===== src/rtl/rx_session_ctrl.sv =====
// ---------------------------------------------------------------------------
// rx_session_ctrl
//
// Session controller for an AXI-Stream receive path. A session is opened by
// i_start from IDLE. In RECV the transport block is told to receive
// (o_rx_rcving) and every upstream handshake is counted. The session closes on
// the highest-priority terminating event: abort, transport done, beat limit
// or (optionally) idle timeout. DONE lasts one cycle and then returns to IDLE.
// The completion code and beat count are held until the next start.
//
// Optional feature: define RX_TIMEOUT_EN to compile in the idle-timeout
// counter and the i_timeout_cycles port. Without it, status 2'b10 never occurs.
//
// Parameters
//   CNT_W             width of the beat counter, beat limit and timeout limit
//
// Ports
//   s_axis_aclk       clock, rising edge
//   s_axis_aresetn    asynchronous active-low reset
//   i_start           one-cycle session start request (IDLE only)
//   i_abort           one-cycle abort request (RECV only)
//   i_max_beats       beat limit, 0 = unlimited, sampled at start
//   i_timeout_cycles  idle-cycle limit, 0 = disabled, sampled at start
//                     (RX_TIMEOUT_EN builds only)
//   i_hsked           upstream beat handshake (tvalid & tready)
//   i_rx_done         end-of-session pulse from the transport block
//   o_rx_rcving       receive enable, high in RECV
//   o_busy            high in any state except IDLE
//   o_done            one-cycle completion pulse (DONE state)
//   o_status          00 ok, 01 beat limit, 10 timeout, 11 abort
//   o_beat_count      beats accepted in the current or last session
// ---------------------------------------------------------------------------
module rx_session_ctrl #(
    parameter int CNT_W = 32
) (
    input  logic             s_axis_aclk,
    input  logic             s_axis_aresetn,
    input  logic             i_start,
    input  logic             i_abort,
    input  logic [CNT_W-1:0] i_max_beats,
`ifdef RX_TIMEOUT_EN
    input  logic [CNT_W-1:0] i_timeout_cycles,
`endif
    input  logic             i_hsked,
    input  logic             i_rx_done,
    output logic             o_rx_rcving,
    output logic             o_busy,
    output logic             o_done,
    output logic [1:0]       o_status,
    output logic [CNT_W-1:0] o_beat_count
);

    typedef enum logic [1:0] {
        ST_IDLE = 2'd0,
        ST_RECV = 2'd1,
        ST_DONE = 2'd2
    } state_t;

    localparam logic [1:0]       STATUS_OK      = 2'b00;
    localparam logic [1:0]       STATUS_LIMIT   = 2'b01;
    localparam logic [1:0]       STATUS_TIMEOUT = 2'b10;
    localparam logic [1:0]       STATUS_ABORT   = 2'b11;
    localparam logic [CNT_W-1:0] CNT_ZERO       = '0;
    localparam logic [CNT_W-1:0] CNT_ONE        = CNT_W'(1);
    localparam logic [CNT_W-1:0] CNT_MAX        = '1;

    state_t           state_reg,     state_next;
    logic [CNT_W-1:0] beat_cnt_reg,  beat_cnt_next;
    logic [1:0]       status_reg,    status_next;
    logic [CNT_W-1:0] max_beats_reg, max_beats_next;
    logic [CNT_W-1:0] beat_inc;
    logic             limit_hit;
    logic             timeout_hit;

`ifdef RX_TIMEOUT_EN
    logic [CNT_W-1:0] timeout_reg,  timeout_next;
    logic [CNT_W-1:0] idle_cnt_reg, idle_cnt_next;
    logic [CNT_W-1:0] idle_inc;
`endif

    // Saturating increment of the beat counter.
    assign beat_inc = (beat_cnt_reg == CNT_MAX) ? beat_cnt_reg : beat_cnt_reg + CNT_ONE;

    // The limit is checked against the post-handshake count so the session
    // closes on the very beat that reaches it.
    assign limit_hit = (max_beats_reg != CNT_ZERO) && i_hsked && (beat_inc == max_beats_reg);

`ifdef RX_TIMEOUT_EN
    assign idle_inc = (idle_cnt_reg == CNT_MAX) ? idle_cnt_reg : idle_cnt_reg + CNT_ONE;
    // Fires on the Nth consecutive idle RECV cycle, so DONE follows exactly
    // N idle cycles after the last handshake.
    assign timeout_hit = (timeout_reg != CNT_ZERO) && !i_hsked && (idle_inc == timeout_reg);
`else
    assign timeout_hit = 1'b0;
`endif

    always_ff @(posedge s_axis_aclk or negedge s_axis_aresetn) begin
        if (!s_axis_aresetn) begin
            state_reg     <= ST_IDLE;
            beat_cnt_reg  <= '0;
            status_reg    <= STATUS_OK;
            max_beats_reg <= '0;
`ifdef RX_TIMEOUT_EN
            timeout_reg   <= '0;
            idle_cnt_reg  <= '0;
`endif
        end else begin
            state_reg     <= state_next;
            beat_cnt_reg  <= beat_cnt_next;
            status_reg    <= status_next;
            max_beats_reg <= max_beats_next;
`ifdef RX_TIMEOUT_EN
            timeout_reg   <= timeout_next;
            idle_cnt_reg  <= idle_cnt_next;
`endif
        end
    end

    always_comb begin
        state_next     = state_reg;
        beat_cnt_next  = beat_cnt_reg;
        status_next    = status_reg;
        max_beats_next = max_beats_reg;
`ifdef RX_TIMEOUT_EN
        timeout_next   = timeout_reg;
        idle_cnt_next  = idle_cnt_reg;
`endif

        case (state_reg)
            ST_IDLE: begin
                if (i_start) begin
                    max_beats_next = i_max_beats;
                    beat_cnt_next  = '0;
                    status_next    = STATUS_OK;
`ifdef RX_TIMEOUT_EN
                    timeout_next   = i_timeout_cycles;
                    idle_cnt_next  = '0;
`endif
                    state_next     = ST_RECV;
                end
            end

            ST_RECV: begin
                // A beat in the terminating cycle still counts.
                if (i_hsked) begin
                    beat_cnt_next = beat_inc;
                end
`ifdef RX_TIMEOUT_EN
                idle_cnt_next = i_hsked ? CNT_ZERO : idle_inc;
`endif
                if (i_abort) begin
                    status_next = STATUS_ABORT;
                    state_next  = ST_DONE;
                end else if (i_rx_done) begin
                    status_next = STATUS_OK;
                    state_next  = ST_DONE;
                end else if (limit_hit) begin
                    status_next = STATUS_LIMIT;
                    state_next  = ST_DONE;
                end else if (timeout_hit) begin
                    status_next = STATUS_TIMEOUT;
                    state_next  = ST_DONE;
                end
            end

            ST_DONE: begin
                state_next = ST_IDLE;
            end

            default: begin
                state_next = ST_IDLE;
            end
        endcase
    end

    assign o_rx_rcving  = (state_reg == ST_RECV);
    assign o_busy       = (state_reg != ST_IDLE);
    assign o_done       = (state_reg == ST_DONE);
    assign o_status     = status_reg;
    assign o_beat_count = beat_cnt_reg;

endmodule


===== config.mk =====
export PLATFORM = sky130hd
export DESIGN_NAME = rx_session_ctrl
export DESIGN_NICKNAME = d
export VERILOG_FILES = /design/src/rtl/rx_session_ctrl.sv
export SDC_FILE = /design/constraint.sdc
export NUM_CORES = 1
export LEC_CHECK = 0
export BUFFER_PORTS_ARGS = -buffer_cell sky130_fd_sc_hd__buf_2
export CORE_ASPECT_RATIO = 0.75
export CORE_MARGIN = 2
export CORE_UTILIZATION = 40
export CTS_CLUSTER_DIAMETER = 150
export DETAILED_ROUTE_END_ITERATION = 10
export GPL_ROUTABILITY_DRIVEN = 0
export GPL_TIMING_DRIVEN = 0
export PLACE_DENSITY_LB_ADDON = 0.1
export REMOVE_ABC_BUFFERS = 1
export SETUP_SLACK_MARGIN = 0.2
export SLEW_MARGIN = 20
export SYNTH_ARGS = -nofsm -noshare
export SYNTH_HDL_FRONTEND = slang
export SYNTH_SLANG_ARGS = --single-unit

===== constraint.sdc =====
create_clock -name s_axis_aclk -period 4.7 [get_ports s_axis_aclk]
set_input_delay 0 -clock s_axis_aclk [delete_from_list [all_inputs] [get_ports s_axis_aclk]]
set_output_delay 0 -clock s_axis_aclk [all_outputs]
set_load 0.01 [all_outputs]

### Word level (Yosys, flattened, before mapping)

Index checks and enable logic that the tools add are counted.

| word-level totals | value |
|---|---|
| register bits | 68 |
| input port bits | 38 |
| output and inout port bits | 37 |
| logic and storage cells | 36 |

| cells by class | value |
|---|---|
| add/subtract/negate cells | 1 |
| equality and inequality tests | 7 |
| multiplexer cells | 14 |
| reductions and logical operators | 10 |

Operators with widths:

| kind | count |
|---|---|
| $mux W32 | 3 |
| $pmux W32 S2 | 1 |
| $add A32 B1 Y32 const B | 1 |
| $eq A32 B32 Y1 | 1 |
| $eq A32 B32 Y1 const B | 1 |
| $reduce_bool A32 Y1 | 1 |
| $mux W2 | 8 |
| $pmux W2 S2 | 2 |
| $reduce_and A3 Y1 | 2 |
| $ne A2 B2 Y1 const B | 2 |
| $ne A4 B3 Y1 const B | 1 |
| $reduce_and A2 Y1 | 2 |
| $reduce_bool A2 Y1 | 2 |
| $eq A2 B1 Y1 const B | 1 |
| $eq A2 B2 Y1 const B | 1 |
| $logic_and A1 B1 Y1 | 2 |
| $logic_not A2 Y1 | 1 |

### Longest topological paths before layout

| depth | value |
|---|---|
| depth in word-level cells | 8 |
| mapped depth | 11 |
| depth with buffers taken out | 9 |

### Least setup slack after synthesis

OpenSTA, ideal clock, no wires.

| timing | value |
|---|---|
| kind | reg-to-reg |
| start | register beat_cnt_reg[0], in the netlist o_beat_count[0] |
| end | register status_reg[0], in the netlist o_status[0] |
| setup time | 66 ps |
| arrival | 2767 ps |
| required time | 4634 ps |
| setup slack | 1867 ps |
| stages on the path, launching flop included | 11 |
| buffers on the path | 1 |
| clock period less this slack | 2833 ps |
| cells stage by stage | dfrtp_1 ha_1 nand3_2 nor4_4 buf_2 nand3_1 xnor2_1 nor4_2 nand4_1 o41ai_2 a22o_1 |

| on the way | value |
|---|---|
| cells in the longest elaborated chain, start to end | 6 |
| elaborated cells between the ends (all ways) | 7 |
| classes of those cells | 1 x add/sub; 3 x eq/ne; 1 x mux; 2 x reduce/logical |

Ends and longest elaborated chain:

| item | line | RTL |
|---|---|---|
| start: declaration | 68 | `logic [CNT_W-1:0] beat_cnt_reg, beat_cnt_next;` |
| start signal: assignment | 109 | `beat_cnt_reg <= beat_cnt_next;` |
| $add A32 B1 Y32 / $eq A32 B32 Y1 (equally long branches) | 82 | `assign beat_inc = (beat_cnt_reg == CNT_MAX) ? beat_cnt_reg : beat_cnt_reg + CNT_ONE;` |
| $mux W32 * | 82 |  |
| $eq A32 B32 Y1 * | 86 | `assign limit_hit = (max_beats_reg != CNT_ZERO) && i_hsked && (beat_inc == max_beats_reg);` |
| $logic_and A1 B1 Y1 * | 86 |  |
| $ne A4 B3 Y1 (no source line) * | - |  |
| $reduce_and A3 Y1 (no source line) * | - |  |
| end signal: assignment | 110 | `status_reg <= status_next;` |
| end: declaration | 69 | `logic [1:0] status_reg, status_next;` |

Every way passes the cells marked *; elsewhere a longest branch is shown, timed or not.
A chain may end at the register's enable or synchronous reset.

### Worst setup path after layout

| timing | value |
|---|---|
| start | register beat_cnt_reg[0], in the netlist o_beat_count[0] |
| end | register status_reg[1], in the netlist o_status[1] |

The elaborated chain is that of the path after synthesis.

==> reports/qor_table.md <==
| Parameter | Value | Unit |
|:---|:---|:---|
| Status | finished, final reports clean | - |
| Number of failing hold endpoints at the final stage | 0 | - |
| Clock share of power | 29.5 | % |
| Clock insertion delay at the later pin of the skew report | 0.33 | ns |
| Antenna cells | 0 | - |
| Overall fraction of global-route tracks in use | 24.1 | % |
| Shortest clock period the worst path allows after layout | 4.21 | ns |
| Area added between synthesis and finish | 22.6 | % |
| Total placed cells including tap cells | 734 | - |
| Met1 Track Usage GR | 38.4 | % |
| Via count of the first global-routing pass | 4,121 | - |
| Total of warnings raised by yosys | 0 | - |
| Met3 demand-to-capacity share in global routing | 4.48 | % |
| Fmax | 0.237 | GHz |
| Logic pwr share | 30.6 | % |
| Clock tree sinks | 68 | - |
| Number of top-level design ports | 75 | - |
| Share of layout cells above drive strength 1 | 18.4 | % |
| Overflow after GRT | 0 | - |
| Share of total power consumed by net switching | 35.6 | % |
| Leakage power of the design | 2.59 | nW |
| Site Rows | 33 | - |
| Pin count of the biggest net entering global routing | 39 | - |
| Post-synthesis mux area share | 1.54 | % |
| Antenna-violating nets left | 0 | - |
| Clock tree from TritonCTS | yes | - |
| H-tree Lvls | 3 | - |
| Total wire length | 14.6 | mm |
| Synthesized-area fraction occupied by and/or/nand/nor cells | 31.1 | % |
| Die Wd | 128 | um |
| Met2 Resource Use GR | 32.9 | % |
| Dominant combinational cell family by area after synthesis | simple AND/OR/NAND/NOR gates | - |
| Place WS | 1.04 | ns |
| Max-slew violation total from the final report | 0 | - |
| Post-Route Skew | 0.00615 | ns |
| Global-route wire length before repair | 23.3 | mm |
| Reported net switching power | 0.751 | mW |
| Final non-filler cell total | 785 | - |
| Worst setup path class | flop to flop | - |
| Flops & latches, synth | 68 | - |
| Share of the yosys chip area belonging to registers | 36.9 | % |
| Starting Density | 41.6 | % |
| Via density per instance | 5.72 | - |
| Critical Path Fanout Max | 15 | - |
| Total negative slack for setup checks | 0 | ns |
| Worst-case headroom to the max-slew limit | 29.5 | % |
| Unique masters post-synth | 65 | - |
| Core ar. | 11,100 | um^2 |
| Adder-cell share of the synthesized area | 0.271 | % |
| Unrepaired setup endpoints after global routing | false | - |
| Hold/Removal Path Class | input pin to asynchronous set/reset pin | - |
| Worst Path Arrival | 4.42 | ns |
| Routed vias | 4,488 | - |
| Syn Inst Count | 556 | - |
| Worst path required time | 4.91 | ns |
| Y dimension of the die | 97.0 | um |
| Post-Synth XOR/XNOR Area | 9.86 | % |
| Number of nets in the layout | 680 | - |
| Detailed-router iteration count before antenna repair | 4 | - |
| IR Drop Worst-Case VDD | 0.266 | mV |
| Complex-gate fraction of the synthesized area | 15.6 | % |
| HPWL after DPL | 10.3 | mm |
| Slew at the pin closest to its max-slew limit | 1.06 | ns |
| Max-cap violation count | 0 | - |
| Mean routed wirelength per cell | 18.6 | um |
| Asr flop ratio synth | 100 | % |
| CP Capture Type | flop | - |
| Port-buffer cells | 74 | - |
| Die footprint | 12,400 | um^2 |
| Initial antenna violation count | 0 | - |
| Number of setup violations in the final report | 0 | - |
| Global-route layer with the greatest usage | met1 | - |
| Final core utilization | 51.0 | % |
| First DRT Iteration DRCs | 409 | - |
| Maximum count of clock buffers along a single path | 2 | - |
| Type of origin of the critical path | flop | - |
| Pwr/cell area | 372 | nW/um^2 |
| Clock tree root buffer cell | clkbuf_16 | - |
| PnR worst setup slack | 0.489 | ns |
| Cts bufs inserted | 9 | - |
| Post-Syn Area per Cell | 8.30 | um^2 |
| Share of power burned in registers | 39.9 | % |
| Crit share post-route | 89.6 | % |
| Clock-pin slew on the worst setup and hold paths | 0.05 | ns |
| Design internal power | 1.36 | mW |
| DRC violation count after routing | 0 | - |
| Ys flop type | dfrtp_1 | - |
| Fill cell total of the finished layout | 1,060 | - |
| Post-synth EDFFs | 0 | - |
| Cell area after synthesis | 4620 | um^2 |
==> final timing paths <==
path | from | end | slack, ns | depth (start not counted)
max | o_beat_count[0] | o_status[1] | 0.49 | 12
min | s_axis_aresetn | max_beats_reg[10] | 0.16 | 2
max reg2reg | o_beat_count[0] | o_status[1] | 0.49 | 12
min reg2reg | max_beats_reg[3] | max_beats_reg[3] | 0.53 | 2
max in group asynchronous | s_axis_aresetn | max_beats_reg[24] | 3.99 | 3
min in group s_axis_aclk | i_start | o_status[0] | 0.23 | 4
==> metal layers <==
metal	routed length, um	share of wire, %	up-vias
li1	-	-	2144
met1	7410	51	2140
met2	6070	42	194
met3	992	6.8	10
met4	138	0.94	0
met5	0	0	-
==> worst max-delay path, cell delays in order, from the launching register on <==
cell	delay (ns)
dfrtp_1	0.49
ha_1	0.36
nand3_2	0.25
nor4_4	0.48
buf_6	0.21
buf_4	0.23
and2_1	0.31
nor4b_2	0.14
xnor2_1	0.18
nand4b_1	0.28
nor4_2	0.46
o31ai_1	0.12
dlygate4sd3_1	0.57
==> cell type report <==
| class | count | area (um^2) | share of cell area [%] |
|---|---|---|---|
| Clock buffer | 13 | 260 | 4.60 |
| Sequential cell | 68 | 1700 | 30.1 |
| Tap cell | 140 | 175 | 3.09 |
| Inverter | 7 | 26.3 | 0.464 |
| Timing Repair Buffer | 114 | 783 | 13.8 |
| Multi-Input combinational cell | 441 | 2700 | 47.8 |
| Clock inverter | 2 | 10.0 | 0.177 |
==> what timing repair did <==
action / in CTS / in global routing
setup buffers: 0 / 0
hold buffers: 36 / 0
endpoints found under the hold margin: 67 / 0
resized for setup: 0 / 1
setup endpoints to repair: 0 / 1
==> power by group through the flow <==
| stage | combinational (mW) | sequential (mW) | clock, mW |
|---|---|---|---|
| after detailed placement | 0.609 | 0.850 | 0 |
| after floorplan | 0.426 | 0.809 | 0 |
| final | 0.645 | 0.841 | 0.622 |
| after global routing | 0.711 | 0.861 | 0.666 |
| after global placement | 0.596 | 0.849 | 0 |
| after CTS | 0.642 | 0.841 | 0.634 |
==> cells in the mapped netlist, types with 7 or more instances <==
cell        n  share of area [%]
nand4_1    17                2.3
nor3_1      7               0.76
nand2_1   148                 12
clkbuf_1   16                1.3
o21ai_0    38                4.1
inv_1       7               0.57
nand3_1    19                2.1
a21oi_1    15                1.6
nor2_1     22                1.8
and4_1      7                1.3
buf_2      20                2.2
xor2_1     16                3.0
a22o_1      7                1.3
dfrtp_1    68                 37
xnor2_1    36                6.8
nor4_1     12                1.6
==> layout by cell type, fill, tap and decap left out, types with 4 or more instances in the layout <==
master and count:
a31oi_1 6, dlygate4sd3_1 36, nand4_1 17, nor3_1 7
nor2_1 22, inv_1 7, buf_2 73, and4_1 7
nor4_1 12, a22o_1 7, and2_1 4, o21ai_0 38
dfrtp_1 68, clkbuf_16 9, mux2i_1 6, a211oi_1 5
nand2_1 146, a21oi_1 15, nor4_2 4, and3_1 6
or4_1 4, xnor2_1 36, o41ai_1 5, nand3_1 19
xor2_1 16
==> per-stage QoR <==
stage	hold slack, ns	cell area [um^2]	power [mW]
4_1_cts	0.185	5650	2.12
3_5_place_dp	-0.0234	5020	1.46
2_1_floorplan	-0.296	4420	1.24
6_report	0.164	5660	2.11
5_1_grt	0.223	5660	2.24
3_3_place_gp	0.190	4960	1.45
==> kinds of logic after synthesis <==
logic type / count (synthesis)
AOI/OAI and AO/OA: 103
muxes: 7
xor gates and xnor gates: 52
adders and majority gates: 1
DFF: 68
buffers and inverters: 47
and+or+nand+nor: 278
No activity file was read; power rests on OpenSTA's default activity.
